### src/rtl/l2_lru_way_alloc.sv
// l2_lru_way_alloc: per-set LRU age-matrix way allocator with victim locking
// Ports:
//   clk, rst_n                       clock, asynchronous active-low reset
//   req_valid_i/req_ready_o          access request handshake
//   req_set_i, req_hit_i, req_way_i  set, hit flag and hit way of the access
//   rsp_valid_o/rsp_ready_i          response handshake
//   rsp_set_o, rsp_way_o             response set and hit/victim way
//   rsp_stall_o                      miss found every way locked
//   refill_valid_i, refill_set_i,
//   refill_way_i                     unlock one way when its refill completes
module l2_lru_way_alloc #(
    parameter int NUM_SET   = 16,
    parameter int SET_DEPTH = 4,
    parameter int NUM_WAY   = 4,
    parameter int WAY_DEPTH = 2
) (
    input  logic                 clk,
    input  logic                 rst_n,
    input  logic                 req_valid_i,
    output logic                 req_ready_o,
    input  logic [SET_DEPTH-1:0] req_set_i,
    input  logic                 req_hit_i,
    input  logic [WAY_DEPTH-1:0] req_way_i,
    output logic                 rsp_valid_o,
    input  logic                 rsp_ready_i,
    output logic [SET_DEPTH-1:0] rsp_set_o,
    output logic [WAY_DEPTH-1:0] rsp_way_o,
    output logic                 rsp_stall_o,
    input  logic                 refill_valid_i,
    input  logic [SET_DEPTH-1:0] refill_set_i,
    input  logic [WAY_DEPTH-1:0] refill_way_i
);
    typedef enum logic {IDLE, RESP} state_t;

    state_t               state_q, state_d;
    logic [NUM_WAY-1:0]   age_q  [NUM_SET][NUM_WAY];
    logic [NUM_WAY-1:0]   lock_q [NUM_SET];
    logic [SET_DEPTH-1:0] rsp_set_q;
    logic [WAY_DEPTH-1:0] rsp_way_q, victim, touch_way;
    logic                 rsp_stall_q, found, accept, touch, alloc;
    logic [NUM_WAY-1:0]   free;
    logic [NUM_WAY-1:0]   touch_mask;

    assign rsp_set_o   = rsp_set_q;
    assign rsp_way_o   = rsp_way_q;
    assign rsp_stall_o = rsp_stall_q;

    // A way is the victim when it is unlocked and not more recent than any
    // other unlocked way; descending scan leaves the lowest such index.
    always_comb begin
        free   = ~lock_q[req_set_i];
        victim = '0;
        found  = 1'b0;
        for (int j = NUM_WAY - 1; j >= 0; j--) begin
            if (free[j] && !(|(age_q[req_set_i][j] & free))) begin
                victim = WAY_DEPTH'(j);
                found  = 1'b1;
            end
        end
    end

    always_comb begin
        state_d     = state_q;
        req_ready_o = (state_q == IDLE);
        rsp_valid_o = (state_q == RESP);
        accept      = req_ready_o && req_valid_i;
        if (accept)
            state_d = RESP;
        else if (rsp_valid_o && rsp_ready_i)
            state_d = IDLE;
        touch      = accept && (req_hit_i || found);
        alloc      = accept && !req_hit_i && found;
        touch_way  = req_hit_i ? req_way_i : victim;
        touch_mask = NUM_WAY'(1) << touch_way;
    end

    always_ff @(posedge clk or negedge rst_n) begin
        if (!rst_n) begin
            state_q     <= IDLE;
            rsp_set_q   <= '0;
            rsp_way_q   <= '0;
            rsp_stall_q <= 1'b0;
            for (int s = 0; s < NUM_SET; s++) begin
                lock_q[s] <= '0;
                for (int j = 0; j < NUM_WAY; j++)
                    age_q[s][j] <= '0;
            end
        end else begin
            state_q <= state_d;
            if (accept) begin
                rsp_set_q   <= req_set_i;
                rsp_way_q   <= touch_way;
                rsp_stall_q <= !req_hit_i && !found;
            end
            // Touch: row becomes all ones except the diagonal, column cleared.
            if (touch)
                for (int j = 0; j < NUM_WAY; j++)
                    age_q[req_set_i][j] <= (WAY_DEPTH'(j) == touch_way) ? ~touch_mask
                                                                         : age_q[req_set_i][j] & ~touch_mask;
            // Clear before set so an allocation wins if both hit one bit.
            if (refill_valid_i)
                lock_q[refill_set_i][refill_way_i] <= 1'b0;
            if (alloc)
                lock_q[req_set_i][victim] <= 1'b1;
        end
    end
endmodule

### config.mk
export PLATFORM = sky130hd
export DESIGN_NAME = l2_lru_way_alloc
export DESIGN_NICKNAME = d
export VERILOG_FILES = /design/src/rtl/l2_lru_way_alloc.sv
export SDC_FILE = /design/constraint.sdc
export NUM_CORES = 1
export LEC_CHECK = 0
export CAP_MARGIN = 20
export CORE_UTILIZATION = 55
export CTS_BUF_LIST = sky130_fd_sc_hd__clkbuf_4
export DETAILED_ROUTE_END_ITERATION = 12
export GPL_ROUTABILITY_DRIVEN = 0
export PLACE_DENSITY = 0.81
export SYNTH_ARGS = -nofsm -noshare
export SYNTH_HDL_FRONTEND = slang
export SYNTH_SLANG_ARGS = --single-unit
### constraint.sdc
create_clock -name clk -period 4.2 [get_ports clk]
set_clock_uncertainty 0.1 [all_clocks]
set_input_delay 0.84 -clock clk [delete_from_list [all_inputs] [get_ports clk]]
set_output_delay 0.84 -clock clk [all_outputs]
set_load 0.01 [all_outputs]
==> impl_metrics.env <==
export IMPL_status="finished, final reports clean"
export IMPL_synthFlopType="dfrtp_1"
export IMPL_total_power_mw=10.0
export IMPL_core_sq_um=27200
export IMPL_slew_violations=0
export IMPL_drt_wirelength_per_cell_um=23.6
export IMPL_insertion_delay_ns=0.71
export IMPL_grt_usage_pct=28.1
export IMPL_grt_pass1_vias=10704
export IMPL_cts_root_buffer="clkbuf_4"
export IMPL_critical_path_max_fanout=16
export IMPL_synth_edff_count=0
export IMPL_numCtsBuffers=83
export IMPL_via_per_inst=6.28
export IMPL_end_kind="register"
export IMPL_cap_violations=0
export IMPL_yosysUniqueCellTypes=44
export IMPL_syn_nets=1080
export IMPL_fin_crit_sh_pct=90.3
export IMPL_die_h_um=169
export IMPL_worst_path_largest_cell_delay_ns=0.60
export IMPL_final_setup_viol_count=0
export IMPL_port_buffers=26
export IMPL_drive_above_1_share_pct=48.2
export IMPL_synthCells=1062
export IMPL_ys_ff_latch=328
export IMPL_fp_dieW_um=169
export IMPL_final_hold_violation_count=0
export IMPL_area_growth_syn_to_layout_pct=16.3
export IMPL_vias=10155
export IMPL_clkPwrFrac_pct=27.6
export IMPL_clk_pin_slew_ns=0.07
export IMPL_cts_hold_buf=0
export IMPL_syn_avg_cell_area_sq_um=14.5
export IMPL_antenna_found_initial=1
export IMPL_p_comb_share_pct=27.6
export IMPL_fin_crit_ns=3.79
export IMPL_path_class="in -> reg"
export IMPL_worst_pin_slew_ns=1.00
export IMPL_grt_setup_unrepaired="false"
export IMPL_p_leak_nw=8.30
export IMPL_drtAntennaViolNets=0
export IMPL_initial_core_util_pct=56.7
export IMPL_rows=60
export IMPL_reg2reg_slack_ns=0.69
export IMPL_reg2reg_from="age_q[116]"
export IMPL_tns_ns=0
export IMPL_vdd_drop_max_uv=276
export IMPL_fin_cells=1618
export IMPL_final_area_sq_um=17900
export IMPL_synth_area_sq_um=15400
export IMPL_yosysWarningCount=0
export IMPL_cts_tree="yes"
export IMPL_internal_power_mw=6.98
export IMPL_slew_headroom_pct=33.2
export IMPL_switching_share_pct=30.4
export IMPL_cp_slowest_cell="o31ai_4"
export IMPL_path_cells="clkdlybuf4s50_1 -> nor2b_2 -> buf_12 -> a22o_1 -> nor2_1 -> o22a_1 -> and2_1 -> o31ai_4 -> mux2_2 -> mux2_1"
export IMPL_crit_path_start_kind="input port"
export IMPL_cts_path_max_buffers=3
export IMPL_worst_hold_path_type="in -> async"
export IMPL_grt_max_degree=102
export IMPL_cp_required_ns=4.69
export IMPL_p_sw_mw=3.04
export IMPL_cellPowerDensity_nw_per_um2=560
export IMPL_dieArea_sq_um=28700
export IMPL_dp_hpwl_um=25400
export IMPL_placed_area_sq_um=16800
export IMPL_drt_iter0_markers=903
export IMPL_reg2reg_depth=8
export IMPL_grt_pass1_wl_um=60900
export IMPL_place_inst=1478
export IMPL_worstReg2RegEnd="age_q[126]"
export IMPL_ios=27
export IMPL_p_seq_share_pct=44.8
export IMPL_seq_area_frac_synth_pct=53.3
export IMPL_cts_repair_resized=0
export IMPL_gr_total_overflow=0
export IMPL_wl_um=38100
export IMPL_async_flop_share_pct=100
export IMPL_drt_pass1_iter_count=6
export IMPL_postCtsSetupBuffers=0
export IMPL_final_common_cell="dfrtp_1"
export IMPL_cts_sinks=328
export IMPL_drc=0
export IMPL_finalNetCount=1209
export IMPL_htreeDepth=3
export IMPL_fmax_mhz=264
export IMPL_final_cell_mix="dfrtp_1, mux2_2, o21ai_0, clkbuf_4, mux4_2"
export IMPL_arrival_ns=4.28
flip-flops by register name (all words and copies together), names as in the netlist:
| name | cells |
|---|---|
| rsp_way_o | 2 |
| age_q | 256 |
| rsp_stall_o | 1 |
| rsp_set_o | 4 |
| lock_q | 64 |
| rsp_valid_o | 1 |
cells in the mapped netlist (9+ instances only):
cell,count,area (sq um)
buf_6,15,169
nand3_1,14,70.1
nor2_8,9,180
clkbuf_1,36,135
nand2_1,47,176
o21ai_0,131,656
mux2_2,261,2940
buf_4,10,75.1
a22o_1,14,123
dfrtp_1,328,8210
nor2_1,13,48.8
mux4_2,80,1800
a22oi_1,20,150
critical path: cells and delay by family:
kind | cells | cell delay (ns)
mux | 2 | 0.87
simple gates | 3 | 0.80
compound gates | 3 | 0.96
buf+inv | 2 | 0.80
logic make-up after synthesis:
group / count (synthesis) / synth area share (%)
AO/OA/AOI/OAI: 190 / 7.71
buffers and inverters: 80 / 3.10
flip-flops: 328 / 53.3
multiplexers: 348 / 31.3
adder cells (fa/ha/maj): 4 / 0.292
AND/OR/NAND/NOR: 112 / 4.35
layout make-up:
| cell class | instances | area (sq um) |
|---|---|---|
| flip-flops and latches | 328 | 8210 |
| diodes | 1 | 2.50 |
| multi-input cells | 654 | 6720 |
| fillers | 1905 | 9260 |
| clock inverters | 14 | 133 |
| well taps | 372 | 465 |
| clock buffers | 125 | 938 |
| inverters | 5 | 18.8 |
| repair buffers | 119 | 1430 |
power groups by stage:
stage	logic, mW	registers [mW]	clock network (mW)
final	2.76	4.49	2.77
after global routing	2.97	4.59	3.00
after CTS	2.75	4.48	2.83
after detailed placement	2.74	4.53	0
after global placement	2.62	4.46	0
after floorplan	1.95	4.36	0
per-layer routing:
metal	wire [um]	GRT usage (%)
met2	18500	45.3
met4	1230	10.7
met3	2740	5.48
met1	15700	38.1
met5	0	0
stage by stage:
step                utilization [%]  setup slack, ns  hold WS [ns]
floorplan                         -            0.242         0.353
global placement               62.0           -0.169         0.366
detailed placement             62.0           -0.226         0.380
CTS                            65.9            0.515        0.0971
global route                   65.9            0.348         0.126
finish                         65.9            0.409        0.0753
worst max-delay path by stage:
stage	cells after the start	slack (ns)	from	endpoint
final	10	0.41	req_set_i[2]	age_q[126]
after global routing	10	0.35	req_set_i[2]	age_q[19]
after CTS	10	0.52	req_set_i[2]	age_q[126]
after detailed placement	10	-0.23	req_set_i[2]	age_q[126]
after global placement	10	-0.17	req_set_i[2]	age_q[126]
after floorplan	14	0.24	req_set_i[0]	age_q[10]
(Power assumes the default switching activity.)
